[config.mk]
export PLATFORM = sky130hd
export DESIGN_NAME = line_decoder_arbiter
export DESIGN_NICKNAME = d
export VERILOG_FILES = /design/src/rtl/line_decoder_arbiter.sv
export SDC_FILE = /design/constraint.sdc
export NUM_CORES = 1
export LEC_CHECK = 0
export BUFFER_PORTS_ARGS = -buffer_cell sky130_fd_sc_hd__buf_2
export CAP_MARGIN = 0
export CORE_MARGIN = 1
export CORE_UTILIZATION = 51
export DETAILED_ROUTE_END_ITERATION = 12
export GPL_TIMING_DRIVEN = 0
export PLACE_DENSITY = 0.81
export SYNTH_ARGS = -nofsm -noshare
export SYNTH_HDL_FRONTEND = slang
export SYNTH_SLANG_ARGS = --single-unit
[constraint.sdc]
create_clock -name clk -period 2.3 [get_ports clk]
set_input_delay 0.115 -clock clk [delete_from_list [all_inputs] [get_ports clk]]
set_output_delay 0.115 -clock clk [all_outputs]
set_load 0.005 [all_outputs]
[src/rtl/line_decoder_arbiter.sv]
// line_decoder_arbiter
//   Round-robin arbiter/sequencer that shares one 3-to-8 line decoder
//   (active-high Enable) among four requesters. A winner owns the decoder
//   for HOLD_CYCLES cycles. Its 3-bit line address drives {A,B,C}, with A as the MSB.
//
//   Optional feature: define LINE_DECODER_ARB_GAP_EN to insert a one-cycle
//   GAP (Enable=0) after every grant for break-before-make. When the macro is
//   undefined, grants run back-to-back with Enable held continuously high.
//
// Parameters
//   HOLD_CYCLES  cycles Enable stays high per grant (1..256)
// Ports
//   clk      rising-edge clock
//   reset    synchronous, active-high reset
//   req[3:0] request per requester (bit i = requester i)
//   addr     packed line addresses, addr[3i+2:3i] for requester i
//   gnt      one-hot grant, high for the whole hold window
//   done     one-cycle pulse on the last Enable cycle of a grant
//   busy     high in any non-IDLE state
//   Enable   decoder enable
//   A, B, C  decoder select lines (A = MSB)
module line_decoder_arbiter #(
  parameter int unsigned HOLD_CYCLES = 4
) (
  input  logic        clk,
  input  logic        reset,
  input  logic [3:0]  req,
  input  logic [11:0] addr,
  output logic [3:0]  gnt,
  output logic        done,
  output logic        busy,
  output logic        Enable,
  output logic        A,
  output logic        B,
  output logic        C
);

  localparam int unsigned CW = (HOLD_CYCLES > 1) ? $clog2(HOLD_CYCLES) : 1;
  localparam logic [CW-1:0] LAST = CW'(HOLD_CYCLES - 1);

  typedef enum logic [1:0] {
    IDLE = 2'd0,
    HOLD = 2'd1,
    GAP  = 2'd2
  } state_t;

  state_t          state, state_n;
  logic [CW-1:0]   count, count_n;
  logic [1:0]      ptr, ptr_n;
  logic [3:0]      gnt_n;
  logic [2:0]      sel, sel_n;
  logic [3:0][2:0] addr_v;
  logic            found;
  logic [1:0]      win;
  logic [1:0]      idx;
  logic            last;
  logic            arb_point;

  assign addr_v = addr;

  // Round-robin search starting at ptr; the first asserted request wins.
  always_comb begin
    found = 1'b0;
    win   = ptr;
    idx   = ptr;
    for (int unsigned i = 0; i < 4; i++) begin
      idx = ptr + 2'(i);
      if (!found && req[idx]) begin
        found = 1'b1;
        win   = idx;
      end
    end
  end

  assign last = (state == HOLD) && (count == LAST);

`ifdef LINE_DECODER_ARB_GAP_EN
  assign arb_point = (state == IDLE) || (state == GAP);
`else
  assign arb_point = (state == IDLE) || last;
`endif

  always_comb begin
    state_n = state;
    count_n = count;
    ptr_n   = ptr;
    gnt_n   = gnt;
    sel_n   = sel;
    if (arb_point && found) begin
      state_n = HOLD;
      count_n = '0;
      ptr_n   = win + 2'd1;
      gnt_n   = 4'b0001 << win;
      sel_n   = addr_v[win];
    end else begin
      case (state)
        HOLD: begin
          if (!last) begin
            count_n = count + 1'b1;
          end else begin
`ifdef LINE_DECODER_ARB_GAP_EN
            state_n = GAP;
`else
            state_n = IDLE;
`endif
            count_n = '0;
            gnt_n   = '0;
          end
        end
        GAP: begin
          state_n = IDLE;
          gnt_n   = '0;
        end
        default: begin
          state_n = IDLE;
          gnt_n   = '0;
        end
      endcase
    end
  end

  // Outputs are registered from the next-state values so each one lines up
  // with the state it describes, with no combinational path from req/addr.
  always_ff @(posedge clk) begin
    if (reset) begin
      state  <= IDLE;
      count  <= '0;
      ptr    <= '0;
      gnt    <= '0;
      sel    <= '0;
      Enable <= 1'b0;
      busy   <= 1'b0;
      done   <= 1'b0;
    end else begin
      state  <= state_n;
      count  <= count_n;
      ptr    <= ptr_n;
      gnt    <= gnt_n;
      sel    <= sel_n;
      Enable <= (state_n == HOLD);
      busy   <= (state_n != IDLE);
      done   <= (state_n == HOLD) && (count_n == LAST);
    end
  end

  assign A = sel[2];
  assign B = sel[1];
  assign C = sel[0];

endmodule

==> results.txt <==
Status = completed
Largest net degree at the start of global routing = 11
Port Buf Inserts = 26
Main flop type after synthesis = dfxtp_1
Largest family of logic cells by synthesized area = compound AO/OA/AOI/OAI gates
Die W = 41.7 µm
Root buffer cell = clkbuf_4
P_leak = 0.445 nW
Hold WS = 0.211 ns
Yosys cell types = 28
Worst-Margin Slew = 0.746 ns
Ant diodes = 0
GRT Util Overall = 0.227
Largest stage delay, worst path = 0.44 ns
Power Dens Cells = 628 nW/µm²
Startpoint Class = flip-flop
Simple-Gate Fraction of Synth Area = 0.143
Ordered list of cells on the worst path = inv_1, a21o_2, o21ai_1, mux4_2, a22o_1
Post-Synth XOR/XNOR Area = 0
CP max stage cell = dfxtp_1
Synthesized flop and latch total = 16
Fin. max-slew vios = 0
Antenna-violating nets left = 0
DRT Pass-1 Iters = 4
EDFF count, synth = 0
WP data arrival = 2.08 ns
Initial Utilization = 0.581
Worst-case clock skew = 0.00396 ns
Die area = 1740 µm²
Post_cts resized = 0
Post-synthesis mux area share = 0.0888
Vias in the first global route = 681
Unrepaired setup endpoints after global routing = false
Clk buf depth = 2
TritonCTS clock tree = done
FF-to-FF End = sel[0]
Cell depth of the worst flop-to-flop path = 5
Mean Syn Cell Area = 10.2 µm²
CP required = 2.48 ns
Share of layout cells above drive strength 1 = 0.349
Routed len/inst = 13.6 µm
Sink Count = 16
Min-Delay Path Class = in -> reg
Setup violators final = 0
Core ar. = 1380 µm²
Routed WL = 1.69 mm
Synth-to-Final Area Change = 23.1%
Hold Crit Start = reset
Cells after DPL = 120
Post-route worst setup slack = 0.396 ns
GR Overflow Total = 0
Commonest cells post-synth = dfxtp_1 (16), a22o_1 (7), nor2_1 (7)
Initial antenna violation count = 0
Tmin final = 1.90 ns
Vias = 705
Hold EP = count[0]
Peak VDD IR = 0.312 mV
Compound-Gate Fraction of Synth Area = 0.259
HPWL after DPL = 1.33 mm
Synthesized instance count = 79
Die H = 41.7 µm
H-tree levels = 1
Vias per inst = 5.69
Setup_tns = 0 ns
Fmax achieved = 525 MHz
Crit Path Class = reg -> reg
Critical Path End Type = flip-flop
CP delay by family, top = compound AO/OA/AOI/OAI gates
Relative slew slack = 0.499
Buf/Inv on CP = 1
R2R setup slack = 0.40 ns
Most frequent cell after synthesis = dfxtp_1
Clock slew at reported path FFs = 0.09 ns
GP Congestion = 0.705
Yosys top cell area share = 0.399
DRC = 0
Skew-Pair Late Insertion Delay = 0.28 ns
Mapped Area = 803 µm²
Setup bufs post-CTS = 0
Hold Crit Depth = 2
First-pass GRT wire length = 2.93 mm
Peak fanout along the critical path = 6
Worst R2R Start = ptr[0]
Yosys warnings = 0
FP Rows = 13
Num CTS Buffers = 3
Post-synth ARST share = 0
Period Utilization, post-route = 0.828
Area share of fa/ha/maj cells after synthesis = 0.0779
Yosys top cell by area = dfxtp_1
Seq/Total Area, Yosys = 0.399
Final Hold Fails = 0
Initial DRC Count = 22
Post-cts hold buffer count = 0
Post-Place Worst Slack = 0.418 ns
Area contributors post-synth = dfxtp_1 (40%), ha_1 (7.8%), a22o_1 (7.6%), mux4_2 (5.6%), a211oi_1 (3.7%)
Final non-filler cell total = 124
I/O pin cnt = 28
Final #Nets = 133
Max cap viols = 0
Syn nets = 102
-- cell type report --
| cell class | count | area, µm² |
|---|---|---|
| Buffer | 2 | 7.51 |
| Clock buffer | 4 | 36.3 |
| Fill cell | 106 | 394 |
| Inverter | 4 | 15.0 |
| Multi-Input combinational cell | 57 | 460 |
| Sequential cell | 16 | 320 |
| Tap cell | 15 | 18.8 |
| Timing Repair Buffer | 26 | 130 |
-- worst max-delay path by stage --
stage	startpoint	slack, ns	cells after the start	endpoint
final	ptr[0]	0.40	5	sel[0]
after global routing	count[0]	0.24	5	sel[0]
after CTS	ptr[0]	0.39	5	sel[0]
after detailed placement	ptr[0]	0.42	5	sel[0]
after global placement	count[0]	0.49	5	sel[0]
after floorplan	ptr[1]	0.69	5	sel[2]
-- per-layer routing --
metal / part of all wire / GRT usage / up-vias
met5: 0 / 0 / -
met4: 0.016 / 0.0968 / 0
met3: 0.044 / 0.0391 / 4
met2: 0.52 / 0.409 / 28
met1: 0.42 / 0.261 / 317
li1: - / - / 356
-- per-stage QoR --
step,area (µm²),total power [mW],utilization
finish,988,0.621,0.715
global route,988,0.656,0.715
CTS,988,0.625,0.715
detailed placement,952,0.446,0.689
global placement,952,0.437,0.689
floorplan,803,0.398,-
-- where the power goes --
group	internal [mW]	leakage (nW)	total [mW]	switching [mW]
combinational	0.0649	0.293	0.133	0.0678
sequential	0.293	0.131	0.307	0.0133
clock	0.0963	0.0210	0.181	0.0850
-- cell families after synthesis --
| logic type | Yosys count |
|---|---|
| adders and majority gates | 5 |
| other | 1 |
| AOI/OAI and AO/OA | 25 |
| and+or+nand+nor | 23 |
| DFF | 16 |
| buffers and inverters | 6 |
| muxes | 3 |
-- placed cells by master, fill, tap and decap left out, drive strengths merged, types with 4 or more instances in the layout --
master  count
o21ai       4
dfxtp      16
buf        26
a22o        7
ha          5
clkbuf      6
nand2       5
nor2        7
inv         4
a21oi       7
a211oi      4
-- registers in the layout, summed over array words and instances, names as in the netlist --
name	cells
count	2
state	2
Enable	1
gnt	4
done	1
ptr	2
sel	3
busy	1
Note: power is estimated with default switching activity, not from simulation.
